[src/rtl/conv_pkg.sv]
// Shared conv-layer constants and the filter weight loader state encoding.
// The address counter and MAC array build against the same constants.
package conv_pkg;

   localparam int DATA_W   = 8;
   localparam int NUM_TAPS = 9;
   localparam int RAM_LAT  = 1;
   localparam int ADDR_W   = 5;

   typedef enum logic [2:0] {
      ST_IDLE,
      ST_CLEAR,
      ST_FETCH,
      ST_DRAIN,
      ST_HOLD
   } loader_state_e;

   // Tap index width; it must also be able to hold the count NUM_TAPS itself.
   function automatic int idx_width(input int taps);
      return $clog2(taps + 1);
   endfunction

endpackage

[src/rtl/filter_weight_loader_if.sv]
// Bundle between the weight loader, the filter-RAM address counter/RAM and the MAC array.
// Handshake: w_valid/w_ready; a filter transfers on a rising clk edge with both high.
// Once w_valid rises, w_flat is frozen and w_valid stays high until that transfer.
interface filter_weight_loader_if #(
   parameter int P_DATA_W   = conv_pkg::DATA_W,
   parameter int P_NUM_TAPS = conv_pkg::NUM_TAPS
);
   logic                           start;
   logic                           addr_cnt_en;
   logic                           filter_idx_msel;
   logic [P_DATA_W-1:0]            filter_ram_data;
   logic                           w_valid;
   logic                           w_ready;
   logic [P_NUM_TAPS*P_DATA_W-1:0] w_flat;
   logic                           busy;
   logic                           done;

   modport master (
      input  start, filter_ram_data, w_ready,
      output addr_cnt_en, filter_idx_msel, w_valid, w_flat, busy, done
   );

   modport slave (
      output start, filter_ram_data, w_ready,
      input  addr_cnt_en, filter_idx_msel, w_valid, w_flat, busy, done
   );
endinterface

[src/rtl/filter_tap_regfile.sv]
// Parallel tap register bank: one indexed write port, every tap visible on a flat bus.
module filter_tap_regfile
   import conv_pkg::*;
#(
   parameter int P_DATA_W   = DATA_W,
   parameter int P_NUM_TAPS = NUM_TAPS,
   parameter int P_IDX_W    = idx_width(NUM_TAPS)
)(
   input  logic                           i_clk,
   input  logic                           i_rst_n,
   input  logic                           i_we,
   input  logic [P_IDX_W-1:0]             i_idx,
   input  logic [P_DATA_W-1:0]            i_data,
   output logic [P_NUM_TAPS*P_DATA_W-1:0] o_flat
);

   logic [P_DATA_W-1:0] r_taps [P_NUM_TAPS];

   always_ff @(posedge i_clk or negedge i_rst_n) begin
      if (!i_rst_n) begin
         for (int k = 0; k < P_NUM_TAPS; k++) r_taps[k] <= '0;
      end else begin
         for (int k = 0; k < P_NUM_TAPS; k++) begin
            if (i_we && (i_idx == P_IDX_W'(k))) r_taps[k] <= i_data;
         end
      end
   end

   for (genvar g = 0; g < P_NUM_TAPS; g++) begin : g_flat
      assign o_flat[g*P_DATA_W +: P_DATA_W] = r_taps[g];
   end

endmodule

[src/rtl/filter_weight_loader.sv]
// Loads one KxK filter from filter RAM into the tap bank and offers it to the MAC array.
module filter_weight_loader
   import conv_pkg::*;
#(
   parameter int P_DATA_W   = DATA_W,
   parameter int P_NUM_TAPS = NUM_TAPS,
   parameter int P_RAM_LAT  = RAM_LAT
)(
   input  logic                   i_clk,
   input  logic                   i_rst_n,
   filter_weight_loader_if.master io_wl,
   output loader_state_e          o_dbg_state
);

   localparam int IDX_W = idx_width(P_NUM_TAPS);

   loader_state_e        r_state;
   loader_state_e        w_next;
   logic [IDX_W-1:0]     r_fetch_cnt;
   logic [IDX_W-1:0]     r_wr_idx;
   logic [P_RAM_LAT-1:0] r_issue;
   logic                 r_done;
   logic                 w_addr_en;
   logic                 w_msel;
   logic                 w_valid;
   logic                 w_busy;
   logic                 w_cap;
   logic                 w_last_fetch;
   logic                 w_last_cap;

   // The issue pipe tracks which RAM read returns data this cycle, whatever the latency.
   assign w_cap        = r_issue[P_RAM_LAT-1] && ((r_state == ST_FETCH) || (r_state == ST_DRAIN));
   assign w_last_fetch = (r_fetch_cnt == IDX_W'(P_NUM_TAPS - 1));
   assign w_last_cap   = w_cap && (r_wr_idx == IDX_W'(P_NUM_TAPS - 1));

   always_ff @(posedge i_clk or negedge i_rst_n) begin
      if (!i_rst_n) r_state <= ST_IDLE;
      else          r_state <= w_next;
   end

   always_comb begin
      w_next    = r_state;
      w_addr_en = 1'b0;
      w_msel    = 1'b0;
      w_valid   = 1'b0;
      w_busy    = 1'b1;
      case (r_state)
         ST_IDLE: begin
            w_busy = 1'b0;
            if (io_wl.start) w_next = ST_CLEAR;
         end
         ST_CLEAR: begin
            w_addr_en = 1'b1;
            w_msel    = 1'b1;
            w_next    = ST_FETCH;
         end
         ST_FETCH: begin
            w_addr_en = 1'b1;
            if (w_last_fetch) w_next = ST_DRAIN;
         end
         // Leaving on the final capture itself puts W_VALID up on the very next cycle.
         ST_DRAIN: begin
            if (w_last_cap) w_next = ST_HOLD;
         end
         ST_HOLD: begin
            w_valid = 1'b1;
            if (io_wl.w_ready) w_next = ST_IDLE;
         end
         default: w_next = ST_IDLE;
      endcase
   end

   always_ff @(posedge i_clk or negedge i_rst_n) begin
      if (!i_rst_n) begin
         r_fetch_cnt <= '0;
         r_wr_idx    <= '0;
         r_issue     <= '0;
         r_done      <= 1'b0;
      end else begin
         r_issue[0] <= (r_state == ST_FETCH);
         for (int i = 1; i < P_RAM_LAT; i++) r_issue[i] <= r_issue[i-1];
         if (r_state == ST_CLEAR) begin
            r_fetch_cnt <= '0;
            r_wr_idx    <= '0;
         end else begin
            if (r_state == ST_FETCH) r_fetch_cnt <= r_fetch_cnt + IDX_W'(1);
            if (w_cap)               r_wr_idx    <= r_wr_idx + IDX_W'(1);
         end
         r_done <= (r_state == ST_HOLD) && io_wl.w_ready;
      end
   end

   a_no_overcapture: assert property (@(posedge i_clk) disable iff (!i_rst_n)
      !(w_cap && (r_wr_idx >= IDX_W'(P_NUM_TAPS))));

   filter_tap_regfile #(
      .P_DATA_W   (P_DATA_W),
      .P_NUM_TAPS (P_NUM_TAPS),
      .P_IDX_W    (IDX_W)
   ) u_taps (
      .i_clk   (i_clk),
      .i_rst_n (i_rst_n),
      .i_we    (w_cap),
      .i_idx   (r_wr_idx),
      .i_data  (io_wl.filter_ram_data),
      .o_flat  (io_wl.w_flat)
   );

   assign io_wl.addr_cnt_en     = w_addr_en;
   assign io_wl.filter_idx_msel = w_msel;
   assign io_wl.w_valid         = w_valid;
   assign io_wl.busy            = w_busy;
   assign io_wl.done            = r_done;
   assign o_dbg_state           = r_state;

endmodule

[src/flat_wrapper.sv]
// flat-port wrapper written by rule: the top's interface ports become plain ports
module filter_weight_loader_flat import conv_pkg::*;
#(
   parameter int P_DATA_W   = DATA_W,
   parameter int P_NUM_TAPS = NUM_TAPS,
   parameter int P_RAM_LAT  = RAM_LAT
)
  (i_clk, i_rst_n, o_dbg_state, io_wl_start, io_wl_filter_ram_data, io_wl_w_ready, io_wl_addr_cnt_en, io_wl_filter_idx_msel, io_wl_w_valid, io_wl_w_flat, io_wl_busy, io_wl_done);
  filter_weight_loader_if #(.P_DATA_W(P_DATA_W), .P_NUM_TAPS(P_NUM_TAPS)) io_wl_i ();
  input  logic i_clk;
  input  logic i_rst_n;
  output loader_state_e o_dbg_state;
  input wire logic [$bits(io_wl_i.start)-1:0] io_wl_start;
  input wire logic [$bits(io_wl_i.filter_ram_data)-1:0] io_wl_filter_ram_data;
  input wire logic [$bits(io_wl_i.w_ready)-1:0] io_wl_w_ready;
  output wire logic [$bits(io_wl_i.addr_cnt_en)-1:0] io_wl_addr_cnt_en;
  output wire logic [$bits(io_wl_i.filter_idx_msel)-1:0] io_wl_filter_idx_msel;
  output wire logic [$bits(io_wl_i.w_valid)-1:0] io_wl_w_valid;
  output wire logic [$bits(io_wl_i.w_flat)-1:0] io_wl_w_flat;
  output wire logic [$bits(io_wl_i.busy)-1:0] io_wl_busy;
  output wire logic [$bits(io_wl_i.done)-1:0] io_wl_done;
  assign io_wl_i.start = io_wl_start;
  assign io_wl_i.filter_ram_data = io_wl_filter_ram_data;
  assign io_wl_i.w_ready = io_wl_w_ready;
  assign io_wl_addr_cnt_en = io_wl_i.addr_cnt_en;
  assign io_wl_filter_idx_msel = io_wl_i.filter_idx_msel;
  assign io_wl_w_valid = io_wl_i.w_valid;
  assign io_wl_w_flat = io_wl_i.w_flat;
  assign io_wl_busy = io_wl_i.busy;
  assign io_wl_done = io_wl_i.done;
  filter_weight_loader #(.P_DATA_W(P_DATA_W), .P_NUM_TAPS(P_NUM_TAPS), .P_RAM_LAT(P_RAM_LAT)) u_core (.i_clk(i_clk), .i_rst_n(i_rst_n), .io_wl(io_wl_i), .o_dbg_state(o_dbg_state));
endmodule
[config.mk]
export PLATFORM = sky130hd
export DESIGN_NAME = filter_weight_loader_flat
export DESIGN_NICKNAME = d
export VERILOG_FILES = /design/src/rtl/conv_pkg.sv /design/src/rtl/filter_weight_loader_if.sv /design/src/rtl/filter_tap_regfile.sv /design/src/rtl/filter_weight_loader.sv /design/src/flat_wrapper.sv
export SDC_FILE = /design/constraint.sdc
export NUM_CORES = 1
export LEC_CHECK = 0
export CORE_UTILIZATION = 35
export CTS_CLUSTER_DIAMETER = 40
export DETAILED_ROUTE_END_ITERATION = 6
export SKIP_LAST_GASP = 1
export SYNTH_ARGS = -nofsm -noshare
export SYNTH_HDL_FRONTEND = slang
export SYNTH_HIERARCHICAL = 1
export SYNTH_SLANG_ARGS = --single-unit
[constraint.sdc]
create_clock -name i_clk -period 3 [get_ports i_clk]
set_clock_uncertainty 0.05 [all_clocks]
set_input_delay 0.75 -clock i_clk [delete_from_list [all_inputs] [get_ports i_clk]]
set_output_delay 0.75 -clock i_clk [all_outputs]
set_load 0.05 [all_outputs]
==> qor.csv <==
stage,metric,value,unit
outcome,status,completed,
setup_path,path_cells,"nor2_1, nand2_1, inv_1, clkdlybuf4s50_1",
setup_path,cp-end-kind,output port,
placement,dp_cells,440,
die,die_h,101.6,um
setup_path,worstPathArrival,2.05,ns
setup_path,crit_path_start_kind,flip-flop,
drt,firstDrtPassIters,3,
die,core_area,0.009415,mm^2
setup_path,slowest_stage,clkdlybuf4s50_1,
synthesis,syn_area,0.003472,mm^2
drt,drtAntennaViolNets,0,
drt,num_vias,2142,
drt,vias_per_cell,4.697,
clock_network,clkLatencyLatePin,0.35,ns
timing,fin_crit,2.848,ns
grt,grtUsageMet2,0.2547,
timing,worst_pin_slew,0.5457,ns
drt,drtIter0Drc,86,
final_layout,antenna_cells,0,
final_layout,final_cell_mix,"clkdlybuf4s50_1, dfrtp_1, mux2_2",
final_layout,nNetsFinal,338,
setup_path,crit_type,reg2out,
setup_path,cpLargestDelayFamily,buffers and inverters,
clock_network,cts_buffer_depth,2,
grt,grt_first_pass_wirelength,12.26,mm
run,maxCapViolCount,0,
die,fp.dieW,101.6,um
die,start_util,0.3688,
timing,fin_tns_setup,0,ns
grt,antenna_found_initial,0,
placement,io_buffers,91,
setup_path,reg2regPathDepth,5,
timing,hold_viol,0,
final_layout,final_layout_size_suffix_gt1_frac,0.3180,
grt,busiest_layer,met2,
synthesis,synth.avg_cell_area,15.43,um^2
die,rows,35,
setup_path,cpPeakStageDelay,0.79,ns
placement,gp_congestion,0.7288,
clock_network,cts.clk_slew.worst_paths,0.09,ns
setup_path,critPathRequiredTime,2.20,ns
grt,grtUsageMet1,0.2050,
clock_network,postCtsHoldBufs,0,
timing,relSlewSlack,0.6351,
synthesis,yosysUniqueCellTypes,34,
grt,grt_pass1_vias,2217,
grt,grt_usage,0.1625,
timing,rsz0062_at_grt,false,
drt,avgRoutedWirePerCell,16.62,um
timing,period_share,0.9493,
timing,finalSetupViolCount,0,
die,ioPinCount,92,
clock_network,clk_root_buffer_cell,clkbuf_8,
setup_path,critPathBufInv,2,
synthesis,yosysSeqAreaShare,0.6126,
drt,drcViolationCount,0,
final_layout,stdcell_count,456,
synthesis,synth-seq-cells,85,
clock_network,clock-sinks,85,
synthesis,synth_nets,241,
final_layout,final_common_cell,clkdlybuf4s50_1,
grt,grt.overflow.total,0,
setup_path,cp_max_fo,11,
synthesis,yosys_warnings,6,
timing,slew_viol_final,0,
clock_network,tritoncts,yes,
placement,place.detailed.hpwl,5.193,mm
drt,wirelength,7.577,mm
setup_path,cp.depth,4,
clock_network,post_cts_buffers,0,
synthesis,netlist_instances,225,
clock_network,cts_resized,0,
die,die_area,0.01032,mm^2
min_path,hold_class,in2async,
clock_network,cts_buffers,9,
final_layout,syn_to_final_growth,36.00,%
timing,fmax,351.1,MHz
grt,grt_max_degree,48,
grt,grt_use_met3,0.05866,
clock_network,htree_levels,3,
[final timing paths]
| kind | startpoint | to | slack [ns] |
|---|---|---|---|
| min in group i_clk | u_core/r_fetch_cnt[3] | u_core/r_fetch_cnt[3] | 0.43 |
| worst max register to register | u_core/o_dbg_state[2] | u_core/u_taps/o_flat[31] | 0.67 |
| max in group asynchronous | i_rst_n | u_core/u_taps/o_flat[67] | 1.95 |
| worst min-delay path | i_rst_n | u_core/r_fetch_cnt[1] | 0.30 |
| worst min register to register | u_core/r_fetch_cnt[3] | u_core/r_fetch_cnt[3] | 0.43 |
| worst max-delay path | u_core/o_dbg_state[1] | io_wl_w_valid | 0.15 |
[stage by stage]
step | util | cell area, um^2 | setup WS [ns] | hold slack, ns
after global placement | 0.4805 | 4524 | 0.6148 | 0.4279
after floorplan | - | 3472 | 0.4004 | 0.3949
final | 0.5015 | 4722 | 0.1521 | 0.3048
after CTS | 0.5015 | 4722 | 0.1268 | 0.3181
after global routing | 0.5015 | 4722 | 0.03557 | 0.3262
after detailed placement | 0.4805 | 4524 | 0.5287 | 0.4292
[cell families after synthesis]
kind of cell / count (synthesis) / share of synthesized area
AO/OA/AOI/OAI: 6 / 0.01225
XOR/XNOR: 2 / 0.005046
adder cells (fa/ha/maj): 4 / 0.01441
buffers and inverters: 15 / 0.01946
flip-flops: 85 / 0.6126
multiplexers: 76 / 0.2551
AND/OR/NAND/NOR: 37 / 0.08108
[Yosys cell counts]
cell	n	share of area
xnor2_1	1	0.0025
o32ai_1	1	0.0025
nand4_1	1	0.0018
a221oi_1	1	0.0025
o31ai_1	1	0.0022
nand3b_1	1	0.0022
o211ai_1	1	0.0022
nand3b_2	2	0.0065
nor2_2	2	0.0036
clkinv_2	1	0.0014
xor2_1	1	0.0025
nand2_1	8	0.0086
o21ai_0	1	0.0014
buf_4	1	0.0022
nor3b_4	3	0.016
and4b_1	1	0.0029
nor3b_2	1	0.0036
mux2i_1	3	0.0086
mux2_2	64	0.21
dfrtp_1	85	0.61
nor2_1	5	0.0054
or3b_4	1	0.0032
nand4b_1	3	0.0076
nand2b_1	1	0.0018
ha_1	4	0.014
nand3_1	1	0.0014
mux2_4	9	0.039
and3_1	3	0.0054
inv_1	8	0.0086
buf_2	5	0.0072
or3_1	2	0.0036
a21oi_1	1	0.0014
nor3_1	1	0.0014
nand3b_4	1	0.0058
[routing by layer]
layer	vias to the layer above	part of all wire
li1	984	-
met1	1097	0.45
met2	54	0.48
met3	7	0.062
met4	0	0.014
met5	-	0
[worst reg2reg max path, stage by stage (launching register included)]
cell and delay, ns:
dfrtp_1 0.51, nand3b_1 0.33, inv_1 0.19, nor3b_2 0.33
and3_1 0.43, mux2_2 0.38
[registers in the layout, indices dropped and copies added (netlist names)]
register	flops
u_core/u_taps/o_flat	72
u_core/r_wr_idx	4
u_core/io_wl.done	1
u_core/r_issue	1
u_core/r_fetch_cnt	4
u_core/o_dbg_state	3
[cell type report]
| type | count | area [um^2] |
|---|---|---|
| Fill cell | 840 | 4693 |
| Sequential cell | 85 | 2127 |
| Clock buffer | 9 | 123.9 |
| Inverter | 9 | 35.03 |
| Tap cell | 129 | 161.4 |
| Multi-Input combinational cell | 125 | 1277 |
| Clock inverter | 7 | 73.82 |
| Timing Repair Buffer | 92 | 923.4 |
Power is not shown: default switching activity piles up to over one toggle a cycle in this logic, so the estimate is an artifact.
